### src/rtl/pipe_stage_reg.sv
// Inter-stage pipeline register with flush/bubble/hold control, a multi-cycle side-state return path and event counters.
// One-cycle latency; stall[STAGE]/stall[STAGE+1] choose hold or bubble, and flush overrides every stall pattern.
module pipe_stage_reg #(
    parameter int                DATA_W     = 200,
    parameter int                SIDE_W     = 66,
    parameter int                STALL_W    = 6,
    parameter int                STAGE      = 3,
    parameter logic [DATA_W-1:0] NOP_DATA   = '0,
    parameter bit                FLUSH_SIDE = 1'b1,
    parameter int                CNT_W      = 16
) (
    input  logic               clk,
    input  logic               rst,
    input  logic [STALL_W-1:0] stall,
    input  logic               flush,
    input  logic               in_valid,
    input  logic [DATA_W-1:0]  in_data,
    input  logic [SIDE_W-1:0]  side_i,
    output logic               out_valid,
    output logic [DATA_W-1:0]  out_data,
    output logic [SIDE_W-1:0]  side_o,
    output logic [CNT_W-1:0]   bubble_cnt,
    output logic [CNT_W-1:0]   flush_cnt,
    output logic [CNT_W-1:0]   hold_cnt
);

    localparam logic [CNT_W-1:0] CNT_MAX = '1;

    logic               r_valid;
    logic [DATA_W-1:0]  r_data;
    logic [SIDE_W-1:0]  r_side;
    logic [CNT_W-1:0]   r_bubble_cnt;
    logic [CNT_W-1:0]   r_flush_cnt;
    logic [CNT_W-1:0]   r_hold_cnt;

    logic w_stall_here;
    logic w_stall_next;
    logic w_bubble;
    logic w_advance;
    logic w_hold;
    logic w_flush_kill;
    logic w_unused_stall;

    assign w_stall_here = stall[STAGE];
    assign w_stall_next = stall[STAGE+1];

    // Only this stage's bit and its downstream neighbour matter; the rest are ignored.
    assign w_unused_stall = ^stall;

    assign w_bubble     = !flush &&  w_stall_here && !w_stall_next;
    assign w_advance    = !flush && !w_stall_here;
    assign w_hold       = !flush &&  w_stall_here &&  w_stall_next;
    assign w_flush_kill =  flush &&  r_valid;

    always_ff @(posedge clk or posedge rst) begin
        if (rst) begin
            r_valid <= 1'b0;
            r_data  <= NOP_DATA;
            r_side  <= '0;
        end else if (flush) begin
            r_valid <= 1'b0;
            r_data  <= NOP_DATA;
            if (FLUSH_SIDE) begin
                r_side <= '0;
            end
        end else if (w_bubble) begin
            r_valid <= 1'b0;
            r_data  <= NOP_DATA;
            r_side  <= side_i;
        end else if (w_advance) begin
            r_valid <= in_valid;
            r_data  <= in_data;
            r_side  <= '0;
        end else begin
            // Hold keeps the payload but still returns the stalled stage's side state.
            r_side  <= side_i;
        end
    end

    always_ff @(posedge clk or posedge rst) begin
        if (rst) begin
            r_bubble_cnt <= '0;
            r_flush_cnt  <= '0;
            r_hold_cnt   <= '0;
        end else begin
            if (w_bubble && (r_bubble_cnt != CNT_MAX)) begin
                r_bubble_cnt <= r_bubble_cnt + CNT_W'(1);
            end
            if (w_flush_kill && (r_flush_cnt != CNT_MAX)) begin
                r_flush_cnt <= r_flush_cnt + CNT_W'(1);
            end
            if (w_hold && (r_hold_cnt != CNT_MAX)) begin
                r_hold_cnt <= r_hold_cnt + CNT_W'(1);
            end
        end
    end

    assign out_valid  = r_valid;
    assign out_data   = r_data;
    assign side_o     = r_side;
    assign bubble_cnt = r_bubble_cnt;
    assign flush_cnt  = r_flush_cnt;
    assign hold_cnt   = r_hold_cnt;

endmodule

### config.mk
export PLATFORM = sky130hd
export DESIGN_NAME = pipe_stage_reg
export DESIGN_NICKNAME = d
export VERILOG_FILES = /design/src/rtl/pipe_stage_reg.sv
export SDC_FILE = /design/constraint.sdc
export NUM_CORES = 1
export LEC_CHECK = 0
export ABC_AREA = 1
export BUFFER_PORTS_ARGS = -buffer_cell sky130_fd_sc_hd__buf_2
export CORE_AREA = 2 2 228 230
export DETAILED_ROUTE_END_ITERATION = 8
export DIE_AREA = 0 0 230 232
export PLACE_DENSITY = 0.48
export SYNTH_ARGS = -nofsm -noshare
export SYNTH_HDL_FRONTEND = slang
export SYNTH_SLANG_ARGS = --single-unit
### constraint.sdc
create_clock -name clk -period 21.9 [get_ports clk]
set_input_delay 3.285 -clock clk [delete_from_list [all_inputs] [get_ports clk]]
set_output_delay 3.285 -clock clk [all_outputs]
set_load 0.03 [all_outputs]
Word-level counts from Yosys, hierarchy flattened. Index checks and enable logic that the tools add are counted.

Logic and storage cells: 33. Output and inout bits: 315. Bits in registers: 315.

Reductions and logical operators: 12. Muxes and demuxes: 9. Add/sub/neg operators: 3. Equality and inequality tests: 3.

Operator list (count): 200-bit 2-to-1 mux (3); 66-bit 2-to-1 mux (3); 16-bit by 1-bit adder with 16-bit output (second input constant) (3); 16-bit inequality test (second input constant) (3); 1-bit logical AND (8); 1-bit logical NOT (3); 1-bit 2-to-1 mux (3); 3-bit nonzero test (1).

Logic depth before layout (Yosys ltp). Gate-level depths: netlist of run 1.

Word-level depth: 5. Mapped depth: 9.

Least setup slack after synthesis of run 1. Ideal clock, no wire load.

Path kind: input -> register. Start point: input port flush. End point: register r_bubble_cnt[5], in the netlist bubble_cnt[5]. Required time: 21.782 ns. Cell stages on the path: 7. Arrival time: 4.009 ns. Slack: 17.772 ns. Cell sequence: inv_2 -> nand2_1 -> nor2_4 -> inv_2 -> nor2_4 -> buf_8 -> o21ai_2.

Word-level cells in the longest chain between the ends: 4.

RTL lines: start, declared (RTL line 15) `input logic flush,`; 1-bit logical NOT (RTL line 50) `assign w_bubble = !flush && w_stall_here && !w_stall_next;`; 1-bit logical AND (2 in series) (RTL line 50); 1-bit logical AND (RTL line 86) `if (w_bubble && (r_bubble_cnt != CNT_MAX)) begin`; end signal, assigned (RTL line 87) `r_bubble_cnt <= r_bubble_cnt + CNT_W'(1);`; end, declared (RTL line 32) `logic [CNT_W-1:0] r_bubble_cnt;`.

Every way passes these cells. A chain may end at the register's enable or synchronous reset.

Final worst setup path of run 1.
Start point: input port flush. End point: register r_data[140], in the netlist out_data[140].

Word-level cells in the longest chain between the ends: 5. Elaborated cells on any way between the ends: 7. Those cells by class: mux: 2; reduce/logical: 5.

RTL lines: 1-bit logical NOT (RTL line 50, 51); 1-bit logical AND (2 in series) (RTL line 50); 200-bit 2-to-1 mux (RTL line 66) `end else if (w_bubble) begin`; 200-bit 2-to-1 mux (RTL line 60) `end else if (flush) begin`; end signal, assigned (RTL line 72) `r_data <= in_data;`; end, declared (RTL line 30) `logic [DATA_W-1:0] r_data;`.

Several ways; a longest one is shown, not always the timed one.

==> results.md, run 1 <==
- CP cell instances: buf_2 -> inv_6 -> nand3_2 -> inv_6 -> buf_4 -> a32o_1
- Die Wd: roughly 230 microns
- Worst hold path class: flip-flop to flip-flop
- Part of the power in registers: 0.429
- F_max: 0.180 GHz
- Internal Power: ~1100 uW
- Total track usage: 0.152
- Input/output buffers: between 500 and 600
- Hold_buf cts: 0
- Clock share of power: 0.419
- DR pass1 iterations: 5
- Synth Cell Area: around 13000 sq um
- # rows: 83
- RD Place Congestion: 0.790
- Most frequent cell after synthesis: dfrtp_1
- Crit start category: input port
- Crit path kind: input port to flip-flop
- Vias in the first global route: 10900
- Clk slew on worst S/H paths: about 0.06 ns
- Vias per cell: 4.59
- Pwr per Cell Area: approximately 87 nW/um^2
- Largest net degree at the start of global routing: 140
- Die Area: around 53000 sq um
- Post-cts sizing count: 0
- Gate Count Post-Synth: ~1100
- Worst-path fanout max: around 120
- FILL cells: 5291
- Outcome: finished clean
- Worst setup EP type: flip-flop
- CP max stage cell: buf_4
- Combinational Power Share: 0.152
- Die height: 232 microns
- Via count: ~11000
- Seq/Total Area, Yosys: 0.623
- Yosys warns: 0
- TritonCTS clock tree: done
- Drt total wl: approximately 43 mm
- Layout area overhead: 37.4%
- First-pass GRT wire length: between 60 and 70 mm
- Main flop type after synthesis: dfrtp_1
- Cell taking the most area after synthesis: dfrtp_1
- H-tree Lvls: 2
- Worst EP required: ~22 ns
- Setup Buffers After CTS: 0
- Setup-failing EPs final: 0
- Detailed-route DRC error count: 0
- GRT Residual Overflow: 0
- Max Clock Skew: approximately 0.004 ns
- Num ports: 591
- FF+latch count, synth: roughly 320
- Max IR drop VDD: 0.0000618 V
- Clk sinks: 315
- DRT iter0 DRCs: ~650
- Max-cap violations: 0
- Most used cell, CP: inv_6
- Ranking of synthesized cells by area: dfrtp_1 (62%), a32o_1 (16%), nand2_1 (5.1%)
- Post-synth top cells: dfrtp_1 (315), a32o_1 (201), nand2_1 (172)
- Ys async rst share: 1.00
- Setup TNS: 0 ns
- Number of synthesized flops with an enable pin: 0
- Synthesized area per cell: between 10 and 15 sq um
- HPWL Detailed: 30.1 mm
- Tcrit/Tclk final: 0.254
- Post-synthesis net count: 1388
- Max-slew headroom: 0.276
- Fin. Hold Viols: 0
- Root Buffer Master: clkbuf_16
- Pin slew with the least headroom to its limit: approximately 1.1 ns
- RSZ-0062 raised after global routing: no
- DR WL/cell: between 15 and 20 microns
- Clk buf depth: 3
- Synth cell types: 29
- Final ANT Viol Nets: 0
- Final slew viol count: 0
- Core area: just over 50000 sq um
- Post-synth top area share: 0.623
- Net load switching power: between 400 and 500 uW
- Starting Density: 0.249
- Final Cell Area: between 15000 and 20000 sq um
- Area after DPL: between 15000 and 20000 sq um
- Nets: about 1900
- Total CTS buffers: 38
- Share of layout cells above drive strength 1: 0.412
- Worst skew pair latency: between 0.5 and 0.6 ns
- Tmin final: between 5 and 6 ns
- Pleak: between 0.009 and 0.01 uW
- WP data arrival: between 6 and 7 ns
- Sw Ratio: 0.289
- Antenna violations before repair: 4
- Critical path's largest stage delay: ~0.87 ns
==> layout make-up <==
type / count / area, sq um / area share
sequential: 315 / 7880 / 0.454
multi-input combinational: 604 / 3940 / 0.227
timing repair buffer: 595 / 3000 / 0.173
clock buffer: 62 / 1190 / 0.0687
tap: 680 / 851 / 0.0490
inverter: 114 / 450 / 0.0259
clock inverter: 5 / 53.8 / 0.00310
antenna: 2 / 5.00 / 0.000288
==> sequential cells by signal, summed over array words and instances, names as in the netlist <==
register	cells
hold_cnt	16
side_o	66
bubble_cnt	16
out_valid	1
out_data	200
flush_cnt	16
==> layer usage <==
| metal | track usage | share of wire |
|---|---|---|
| met1 | 0.190 | 0.41 |
| met4 | 0.0413 | 0.019 |
| met3 | 0.0446 | 0.076 |
| met2 | 0.258 | 0.50 |
| met5 | 0 | 0.00030 |
==> power by group through the flow <==
stage	registers [uW]	logic [uW]	clock network, uW
floorplan	721	76.1	0
global placement	656	230	0
detailed placement	656	232	0
CTS	646	233	654
global route	651	248	679
finish	646	229	632
==> worst max-delay path, delay by kind of cell <==
kind | cells | cell delay, ns
buf+inv | 4 | 2.08
compound gates | 1 | 0.24
simple gates | 1 | 0.27
==> worst paths after layout <==
path,slack [ns],cells after the start,end,start
max in group asynchronous,17.49,3,out_data[105]$_DFFE_PP0P_,rst
hold reg to reg,0.48,1,out_data[144]$_DFFE_PP0P_,out_data[144]$_DFFE_PP0P_
setup reg to reg,20.05,8,hold_cnt[11]$_DFFE_PP0P_,hold_cnt[0]$_DFFE_PP0P_
min in group asynchronous,2.97,2,out_data[7]$_DFFE_PP0P_,rst
hold / removal,0.48,1,out_data[144]$_DFFE_PP0P_,out_data[144]$_DFFE_PP0P_
setup / recovery,16.33,6,out_data[140]$_DFFE_PP0P_,flush
==> cells by family after synthesis <==
kind of cell,Yosys count,share of synthesized area
flip-flops,315,0.623
AO/OA/AOI/OAI,227,0.172
XOR/XNOR,13,0.00900
buffers and inverters,190,0.0653
AND/OR/NAND/NOR,361,0.128
adder cells (fa/ha/maj),3,0.00297
==> cells in the final DEF, fill, tap and decap left out, types with 3 or more instances in the layout <==
cell	Yosys	layout
o21ai_2	9	9
nand4_1	13	13
dfrtp_1	315	315
nand3_2	3	3
xnor2_1	11	11
a32o_1	201	201
nor2_1	111	111
clkbuf_1	42	12
nand2_2	11	12
nor2_4	7	7
clkinv_2	0	3
nand3_1	24	24
nand3b_1	8	8
buf_4	18	9
inv_2	5	3
clkbuf_8	0	9
o21ai_0	16	16
clkbuf_16	0	41
nand2_1	172	171
inv_1	109	107
ha_1	3	3
buf_2	12	586
inv_6	0	3
nor2_2	6	6
==> metrics by stage <==
| step | setup WS [ns] | utilization | hold slack, ns | total power, uW | instances |
|---|---|---|---|---|---|
| floorplan | 9.90 | - | 0.669 | 797 | 1109 |
| global route | 16.14 | 0.342 | 0.497 | 1580 | 2376 |
| finish | 16.33 | 0.342 | 0.482 | 1510 | 2377 |
| global placement | 15.76 | 0.317 | 0.469 | 886 | 2308 |
| CTS | 16.34 | 0.341 | 0.488 | 1530 | 2375 |
| detailed placement | 15.77 | 0.317 | 0.475 | 889 | 2308 |
(Power assumes the default switching activity.)
==> inputs of run 2 (changes only) <==
clock period = 5.2 ns   (was 21.9 ns; I/O delays follow)
==> results.md, run 2 (synthesis results as in run 1) <==
- Outcome: finished clean
- Max-cap violations: 0 (unchanged)
- Net load switching power: 1860 uW (+330%)
- H-tree Lvls: 2 (unchanged)
- Setup Buffers After CTS: 0 (unchanged)
- # rows: 83 (unchanged)
- Share of layout cells above drive strength 1: 0.419 (+0.00718)
- Worst EP required: 5.67 ns (-16.69 ns)
- Worst-path fanout max: 74 (-39%)
- First-pass GRT wire length: 65.0 mm (+1.4%)
- Hold_buf cts: 0 (unchanged)
- Core area: 50900 sq um (unchanged)
- Worst hold path class: input port to asynchronous set/reset pin
- DRT iter0 DRCs: 577 (-12%)
- Largest register FFs: 200 (unchanged)
- Pwr per Cell Area: 374 nW/um^2 (+330%)
- Setup slack after layout: 2.77 ns (-13.56 ns)
- Max IR drop VDD: 0.000218 V (+250%)
- Via count: 10900 (-0.40%)
- Tmin final: 2.43 ns
- Detailed-route DRC error count: 0 (unchanged)
- Num ports: 591 (unchanged)
- Final ANT Viol Nets: 0 (unchanged)
- Largest net degree at the start of global routing: 160 (+14%)
- Sw Ratio: 0.284 (-0.00480)
- CP cell instances: buf_2 -> inv_6 -> nand3_2 -> inv_6 -> buf_4 -> a32o_1
- Vias per cell: 4.56 (-0.57%)
- Crit path max-delay family: buffers and inverters
- Tcrit/Tclk final: 0.467
- Pleak: 0.00940 uW (+0.94%)
- Die Area: 53400 sq um (unchanged)
- Most used cell, CP: inv_6
- Worst path depth: 6 (unchanged)
- Internal Power: 4700 uW (+340%)
- Crit start category: input port
- GRT Residual Overflow: 0 (unchanged)
- Crit path kind: input port to flip-flop
- Total track usage: 0.154 (+0.00112)
- Drt total wl: 42.4 mm (-0.61%)
- Clk sinks: 315 (unchanged)
- Commonest non-fill, non-tap cell in the layout: buf_2
- Pre-CTS setup slack: 2.24 ns (-13.53 ns)
- Input/output buffers: 586 (unchanged)
- Worst setup EP type: flip-flop
- Clk buf depth: 3 (unchanged)
- HPWL Detailed: 30.2 mm (+0.33%)
- DR pass1 iterations: 5 (unchanged)
- Die height: 232 microns (unchanged)
- Bufs and invs on worst path: 4 (unchanged)
- Die Wd: 230 microns (unchanged)
- Pin slew with the least headroom to its limit: 0.978 ns (-0.108 ns)
- WP data arrival: 2.90 ns (-3.13 ns)
- Nets: 1949 (+0.10%)
- Setup TNS: 0 ns (unchanged)
- R2R cell count: 8 (unchanged)
- Fin. Hold Viols: 0 (unchanged)
- Setup-failing EPs final: 0 (unchanged)
- Critical R2R Launch: hold_cnt[0]$_DFFE_PP0P_
- Final slew viol count: 0 (unchanged)
- Root Buffer Master: clkbuf_16
- CP endpoint: out_data[141]$_DFFE_PP0P_
- Layout area overhead: 38.8%
- CP startpoint: flush
- Clk slew on worst S/H paths: 0.06 ns (about the same)
- Combinational Power Share: 0.147 (-0.005)
- RD Place Congestion: 0.832 (+5.4%)
- Starting Density: 0.249 (unchanged)
- Part of the power in registers: 0.414 (-0.015)
- Worst skew pair latency: 0.54 ns (about the same)
- Commonest cells after routing, fill and taps aside: buf_2 (586), dfrtp_1 (315), a32o_1 (201)
- DR WL/cell: 17.8 microns (-0.77%)
- Critical path's largest stage delay: 0.48 ns (-0.39 ns)
- Max-slew headroom: 0.348 (+0.0723)
- F_max: around 0.41 GHz
- Worst r2r dst: hold_cnt[9]$_DFFE_PP0P_
- CP max stage cell: inv_6
- FILL cells: 5263 (-0.53%)
- RSZ-0062 raised after global routing: no
- Vias in the first global route: 11000 (+1.1%)
- Final Util: 0.345 (+0.00342)
- Max Clock Skew: 0.00669 ns (+0.00258 ns)
- Post-cts sizing count: 0 (unchanged)
- Final hold slack: 0.264 ns (-0.218 ns)
- Antenna violations before repair: 9 (+5)
- Clock share of power: 0.438 (+0.019)
- Setup slack, reg-to-reg: 3.38 ns (-16.67 ns)
- TritonCTS clock tree: done
- Total CTS buffers: 39 (+2.6%)
-- run 2: changes by cell type in the layout (fill, tap and decap cells not counted), sizes merged --
cell,before,now
clkbuf,62,49
inv,114,117
bufinv,1,6
buf,595,596
clkinvlp,0,1
diode,2,4
clkinv,4,9
-- run 2: cell type report --
type | count | area (sq um) | share of cell area
Sequential cell | 315 | 7880 | 0.449
Multi-Input combinational cell | 604 | 3940 | 0.225
Timing Repair Buffer | 596 | 3060 | 0.174
Clock buffer | 49 | 1100 | 0.0629
Tap cell | 680 | 851 | 0.0485
Inverter | 114 | 447 | 0.0254
Clock inverter | 19 | 260 | 0.0148
Antenna cell | 4 | 10.0 | 0.000570
-- run 2: how the worst min path moves through the flow --
stage	end	slack (ns)
2_1_floorplan	flush_cnt[14]$_DFFE_PP0P_	0.67
3_3_place_gp	out_data[89]$_DFFE_PP0P_	0.47
3_5_place_dp	out_data[103]$_DFFE_PP0P_	0.48
4_1_cts	out_data[15]$_DFFE_PP0P_	0.24
5_1_grt	out_data[15]$_DFFE_PP0P_	0.27
6_report	out_data[17]$_DFFE_PP0P_	0.26
-- run 2: power by group through the flow --
stage          clock, uW  sequential [uW]  combinational, uW
6_report            2880             2720                967
5_1_grt             3100             2740               1050
4_1_cts             2990             2720                986
3_5_place_dp           0             2760                983
3_3_place_gp           0             2760                978
2_1_floorplan          0             3040                321
-- run 2: stage by stage --
step	instances	area [sq um]	total power, uW
final	2381	17600	6570
after global routing	2380	17600	6890
after CTS	2377	17500	6690
after detailed placement	2309	16200	3750
after global placement	2309	16200	3730
after floorplan	1109	12700	3360
-- run 2: layer usage --
layer	track usage	share of wire	vias to the layer above
met2	0.255	0.50	393
met3	0.0472	0.077	64
li1	-	-	5048
met1	0.192	0.40	5352
met4	0.0452	0.022	6
met5	0	0.00076	-
